$ cat config.mk
export PLATFORM = sky130hd
export DESIGN_NAME = cpu_seq_ctrl
export DESIGN_NICKNAME = d
export VERILOG_FILES = /design/src/rtl/cpu_seq_ctrl.sv
export SDC_FILE = /design/constraint.sdc
export NUM_CORES = 1
export LEC_CHECK = 0
export CAP_MARGIN = 20
export CORE_UTILIZATION = 41
export CTS_BUF_LIST = sky130_fd_sc_hd__clkbuf_2 sky130_fd_sc_hd__clkbuf_4 sky130_fd_sc_hd__clkbuf_8
export CTS_CLUSTER_SIZE = 20
export DETAILED_ROUTE_END_ITERATION = 16
export DONT_BUFFER_PORTS = 1
export GPL_TIMING_DRIVEN = 0
export HOLD_SLACK_MARGIN = 0.06
export PLACE_DENSITY_LB_ADDON = 0.25
export REMOVE_ABC_BUFFERS = 1
export SLEW_MARGIN = 15
export SYNTH_ARGS = -nofsm -noshare
export SYNTH_HDL_FRONTEND = slang
export SYNTH_SLANG_ARGS = --single-unit
$ cat constraint.sdc
create_clock -name clock -period 3.7 [get_ports clock]
set_input_delay 0.74 -clock clock [delete_from_list [all_inputs] [get_ports clock]]
set_output_delay 0.74 -clock clock [all_outputs]
set_load 0.005 [all_outputs]
$ cat src/rtl/cpu_seq_ctrl.sv
// Multi-cycle sequencing controller: fetch, decode, execute, memory and write-back stepping.
// Define CPU_SEQ_TRAP_EN to build illegal-opcode trapping; otherwise illegal opcodes run as NOPs.
module cpu_seq_ctrl #(
    parameter logic [31:0] TRAP_VEC = 32'h0000_0020
) (
    input  logic        clock,
    input  logic        reset,
    output logic        imem_req,
    input  logic        imem_ack,
    input  logic [31:0] imem_rdata,
    output logic [31:0] inst_out,
    input  logic        zero_flag,
    input  logic        lt_flag,
    output logic [1:0]  alu_op,
    output logic        pc_inc,
    output logic        pc_load,
    output logic        dmem_req,
    output logic        dmem_we,
    input  logic        dmem_ack,
    output logic        rf_we,
    output logic        rf_wsel,
    output logic        trap,
    output logic [2:0]  state_dbg
);

    localparam logic [2:0] S_FETCH  = 3'd0;
    localparam logic [2:0] S_DECODE = 3'd1;
    localparam logic [2:0] S_EXEC   = 3'd2;
    localparam logic [2:0] S_MEM    = 3'd3;
    localparam logic [2:0] S_WB     = 3'd4;

    localparam logic [5:0] OP_BR   = 6'h06;
    localparam logic [5:0] OP_BEQ  = 6'h26;
    localparam logic [5:0] OP_BLT  = 6'h16;
    localparam logic [5:0] OP_ADDI = 6'h04;
    localparam logic [5:0] OP_ANDI = 6'h0C;
    localparam logic [5:0] OP_ORI  = 6'h14;
    localparam logic [5:0] OP_LDW  = 6'h17;
    localparam logic [5:0] OP_STW  = 6'h15;

    logic [2:0] state;
    logic [2:0] next_state;
    logic       taken_q;
    logic [5:0] opcode;
    logic       is_br, is_beq, is_blt, is_branch;
    logic       is_addi, is_andi, is_ori, is_alu_imm;
    logic       is_ldw, is_stw, is_illegal;
    logic       trap_hit;
    logic       exec_load;

    assign opcode     = inst_out[5:0];
    assign is_br      = (opcode == OP_BR);
    assign is_beq     = (opcode == OP_BEQ);
    assign is_blt     = (opcode == OP_BLT);
    assign is_branch  = is_br | is_beq | is_blt;
    assign is_addi    = (opcode == OP_ADDI);
    assign is_andi    = (opcode == OP_ANDI);
    assign is_ori     = (opcode == OP_ORI);
    assign is_alu_imm = is_addi | is_andi | is_ori;
    assign is_ldw     = (opcode == OP_LDW);
    assign is_stw     = (opcode == OP_STW);
    assign is_illegal = ~(is_branch | is_alu_imm | is_ldw | is_stw);

`ifdef CPU_SEQ_TRAP_EN
    // The PC mux picks TRAP_VEC whenever trap is high, so trap rides with pc_load.
    assign trap_hit = is_illegal;
`else
    assign trap_hit = 1'b0;
`endif

    always_comb begin
        alu_op = 2'b00;
        if (is_branch)
            alu_op = 2'b01;
        else if (is_andi)
            alu_op = 2'b10;
        else if (is_ori)
            alu_op = 2'b11;
    end

    always_comb begin
        next_state = S_FETCH;
        case (state)
            S_FETCH:  next_state = imem_ack ? S_DECODE : S_FETCH;
            S_DECODE: next_state = S_EXEC;
            S_EXEC: begin
                if (is_alu_imm)
                    next_state = S_WB;
                else if (is_ldw || is_stw)
                    next_state = S_MEM;
                else
                    next_state = S_FETCH;
            end
            S_MEM: begin
                if (!dmem_ack)
                    next_state = S_MEM;
                else if (is_ldw)
                    next_state = S_WB;
                else
                    next_state = S_FETCH;
            end
            S_WB:     next_state = S_FETCH;
            default:  next_state = S_FETCH;
        endcase
    end

    // Branch outcome is captured at the end of DECODE so EXEC strobes come straight from flops.
    always_ff @(posedge clock) begin
        if (reset) begin
            state    <= S_FETCH;
            inst_out <= 32'd0;
            taken_q  <= 1'b0;
        end else begin
            state <= next_state;
            if (state == S_FETCH && imem_ack)
                inst_out <= imem_rdata;
            if (state == S_DECODE)
                taken_q <= is_br | (is_beq & zero_flag) | (is_blt & lt_flag);
        end
    end

    assign exec_load = is_branch ? taken_q : trap_hit;

    assign imem_req  = (state == S_FETCH);
    assign pc_load   = (state == S_EXEC) & exec_load;
    assign pc_inc    = (state == S_EXEC) & ~exec_load;
    assign trap      = (state == S_EXEC) & trap_hit;
    assign dmem_req  = (state == S_MEM);
    assign dmem_we   = (state == S_MEM) & is_stw;
    assign rf_we     = (state == S_WB);
    assign rf_wsel   = (state == S_WB) & is_ldw;
    assign state_dbg = state;

endmodule

; ---- Word-level counts from Yosys, hierarchy flattened
; Cells that the tools add are included.
[totals]
elab_cells = 41
ff_bits = 36
[classes]
mux = 10
n_reduce_logical = 3
eq_ne = 12
bitwise_logic = 13
[ops]
columns = operator, count
row1 = 6-bit by 5-bit equality test with 1-bit output (second input constant), 4
row2 = 6-bit by 3-bit equality test with 1-bit output (second input constant), 2
row3 = 3-bit case mux with 4 select lines, 1
row4 = 3-bit two-way mux, 3
row5 = 2-bit two-way mux, 4
row6 = 1-bit AND, 6
row7 = 3-bit by 2-bit equality test with 1-bit output (second input constant), 2
row8 = 6-bit by 4-bit equality test with 1-bit output (second input constant), 1
row9 = 6-bit equality test (second input constant), 1
row10 = 1-bit OR, 6
row11 = 3-bit by 1-bit equality test with 1-bit output (second input constant), 1
row12 = 3-bit equality test (second input constant), 1
row13 = 3-bit logical NOT, 1
row14 = 1-bit two-way mux, 2
row15 = 1-bit logical AND, 1
row16 = 1-bit logical OR, 1
row17 = 1-bit NOT, 1

; ---- Depth between registers and ports, before layout
[depth]
depth_word = 6
depth_mapped = 6

; ---- Worst setup path after synthesis
; Ideal clock, no wire load.
[synth_timing]
path_kind = register to output
from = register inst_out[1]
to = output port alu_op[1]
t_arrival_ps = 1014
n_path_buf = 0
stages_incl_launch_ff = 3
setup_slack_ps = 1946
path_cell_list = dfxtp_1 or4b_4 nor2_1
[synth_between]
elab_chain_cells = 4
elab_cells_between_ends = 10
cone_classes = eq/ne (5) / mux (3) / bitwise (2)
[synth_rtl]
columns = element, line_no
row1 = start: declaration, 11  ; output logic [31:0] inst_out,
row2 = start signal: assignment, 116  ; inst_out <= imem_rdata;
row3 = 6-bit by 5-bit equality test with 1-bit output (tied with other cells), 58  ; assign is_ori = (opcode == OP_ORI);
row4 = 2-bit two-way mux or 1-bit OR (tied branches), "77, 55"
row5 = 2-bit two-way mux or 1-bit OR (tied branches), "75, 55"
row6 = 2-bit two-way mux *, 73  ; if (is_branch)
row7 = end: declaration, 14  ; output logic [1:0] alu_op,
; Mark *: on every way between the ends. The rest lies on a longest branch, timed or not.

; ---- Final worst setup path
[layout_timing]
from = register state[0], in the netlist state_dbg[0]
to = output port dmem_we
[layout_between]
elab_chain_cells = 2
[layout_rtl]
columns = element, line_no
row1 = start: declaration, 41  ; logic [2:0] state;
row2 = start signal: assignment, 114  ; state <= next_state;
row3 = 3-bit by 2-bit equality test with 1-bit output, 129  ; assign dmem_we = (state == S_MEM) & is_stw;
row4 = 1-bit AND, 129
row5 = end: declaration, 18  ; output logic dmem_we,
; Every way passes these cells.

==> out/metrics.cfg <==
[cts]
clock_latency_ps = 280
clockBufferDepth = 2
clock-sinks = 36
numCtsBuffers = 5
clk_pin_slew_ps = 70
post-cts-setup-buffers = 0
hold_buffers = 0
cts_resized = 0
clockRootBuffer = clkbuf_8
htree_num_levels = 2
cts_tree = yes

[sta]
rsz0062_at_grt = no
max_slew_margin = 0.493
finalHoldViolCount = 0
final-max-slew-violation-count = 0
finalCritPeriodShare = 0.597
worst_hold_slack_ps = 470
fin_tns_setup_ps = 0
setup_viol = 0
tightest_slew_ps = 757
max_freq_ghz = 0.453
setup_slack_ps = 1490
skew_ps = 2.98
period_minus_slack_ps = 2210

[die]
core_area_um2 = 3440
fp.dieW_um = 62.7
die_h_um = 62.7
die_area_um2 = 3930
pin_count = 83
rows = 21
initial_utilization = 0.438

[setup_path]
critPathBufInv = 1
cp.arrival_ps = 1470
cpPeakStageDelay_ps = 640
crit_start = state_dbg[0]
start_kind = register
worst-setup-path-type = reg -> out
worstPathCellList = inv_1 -> nor4_1
crit_fanout = 14
critPathCaptureType = primary output
cp.required_ps = 2960
slowest_stage = dfxtp_1
timing.rr.start = state_dbg[0]
cp_top_family = flip-flops

[route]
drtIter0Drc = 83
totalWireLength_um = 3210
num_vias = 1242
drt-vias-per-instance = 5.40
ant_nets = 0
drc = 0
dr.pass1.iters = 4
wl_per_cell_um = 13.9

[min_path]
min-delay-start = inst_out[28]
hold_class = reg -> reg

[global_routing]
grt_antenna_before_repair = 0
track_usage = 0.167
grt_pass1_wl_um = 5150
grt_max_degree = 36
grt_pass1_vias = 1177
overflow = 0

[finish]
layout.nets = 221
drive_gt1_frac = 0.0761
syn2layout_area_growth_pct = 8.04
diodes = 0
nFillCells = 358

[pwr]
ir_drop_v = 0.000334
cellPowerDensity_nw_per_um2 = 538
power.leakage_nw = 0.603

[logic_synthesis]
postSynthAreaPerCell_um2 = 8.03
synth_compound_area_frac = 0.169
synth.distinct_cells = 36
ys_seq_area_frac = 0.478
synth_edf_count = 0
syn_area_um2 = 1510
synth_area_leader_cell = dfxtp_1
synthTopCellsByCount = nand2_1, dfxtp_1, a21oi_1
synthFlopType = dfxtp_1
synth_xor_xnor_area_share = 0.00580
synth_area_leaders = dfxtp_1, nand2_1, a21oi_1
yosysWarnings = 0
yosys.area_share.simple = 0.276
synthMuxAreaShare = 0
netlist_instances = 188
synthAdderAreaFrac = 0
synthArstFlopShare = 0
synth_top_family_by_area = simple AND/OR/NAND/NOR gates
synth_top_area_share = 0.478
ys_ff_latch = 36
synth_most_common_cell = nand2_1

[job]
cap_violations = 0

[outcome]
status = complete, no violations

[place]
dpl.hpwl_um = 2260
pre_cts_slack_ps = 1600
gp_congestion = 0.800
buffer_ports.inserted = 0

==> cells in the final DEF, fill, tap and decap left out <==
cell and n:
nand2_1 68, dfxtp_1 36, a21oi_1 32, clkbuf_8 7, inv_1 4, nor2_1 4, nor3b_1 3, nor3_1 2
nand2b_1 1, o211a_1 1, nand4_1 1, nor2b_1 1, and3b_1 1, nor4_1 1, or4b_4 1, xnor2_1 1
nor4b_4 1, or4b_1 1, or2_1 1, a2111o_1 1, and4b_2 1, nand3_1 1, a21oi_2 1, a2111oi_0 1
o21ai_0 1, o311a_1 1, a31o_1 1, a21boi_0 1, a41oi_1 1, nor4bb_1 1, o21bai_1 1, o41ai_1 1
conb_1 1, bufinv_16 1, buf_8 1, buf_6 1
==> worst paths after layout <==
path | depth (start not counted) | slack (ps) | to
worst max register to register | 4 | 1860 | inst_out[26]
worst max-delay path | 2 | 1490 | dmem_we
worst min register to register | 2 | 470 | inst_out[28]
worst min-delay path | 2 | 470 | inst_out[28]
==> worst min-delay path, stage by stage, from the launching register on <==
cell and delay [ps]:
dfxtp_1 320, nand2_1 50, a21oi_1 50
==> final cells by class <==
type	instances	area, µm²	share of cell area
timing repair buffer	2	26.3	0.0161
clock inverter	1	30.0	0.0184
multi-input combinational	134	684	0.420
sequential	36	721	0.442
clock buffer	7	96.3	0.0591
tap	46	57.6	0.0353
inverter	4	15.0	0.00921
==> flip-flops by register name (all words and copies together), names as in the netlist <==
name,flops
state_dbg,3
inst_out,32
taken_q,1
==> where the power goes <==
group	leakage, nW	switching, mW	internal (mW)
sequential	0.295	0.0260	0.411
clock	0.0645	0.135	0.238
combinational	0.243	0.0382	0.0279
total	0.603	0.200	0.677
==> metrics by stage <==
stage	cells	instance area, µm²	power, mW	util
after CTS	229	1620	0.883	0.469
after detailed placement	221	1490	0.511	0.433
after global routing	230	1630	0.916	0.474
after floorplan	174	1420	0.490	-
after global placement	220	1480	0.505	0.429
final	230	1630	0.876	0.474
==> cell families after synthesis <==
| group | Yosys count |
|---|---|
| xor+xnor | 1 |
| buf+inv | 18 |
| simple gates | 89 |
| flops | 36 |
| compound gates | 43 |
| other cells | 1 |
==> metal layers <==
| metal | track usage | vias up | share of wire |
|---|---|---|---|
| met1 | 0.169 | 561 | 0.40 |
| li1 | - | 612 | - |
| met2 | 0.289 | 63 | 0.47 |
| met5 | 0 | - | 0 |
| met4 | 0.0610 | 0 | 0.015 |
| met3 | 0.0876 | 6 | 0.11 |
(Power assumes the default switching activity.)
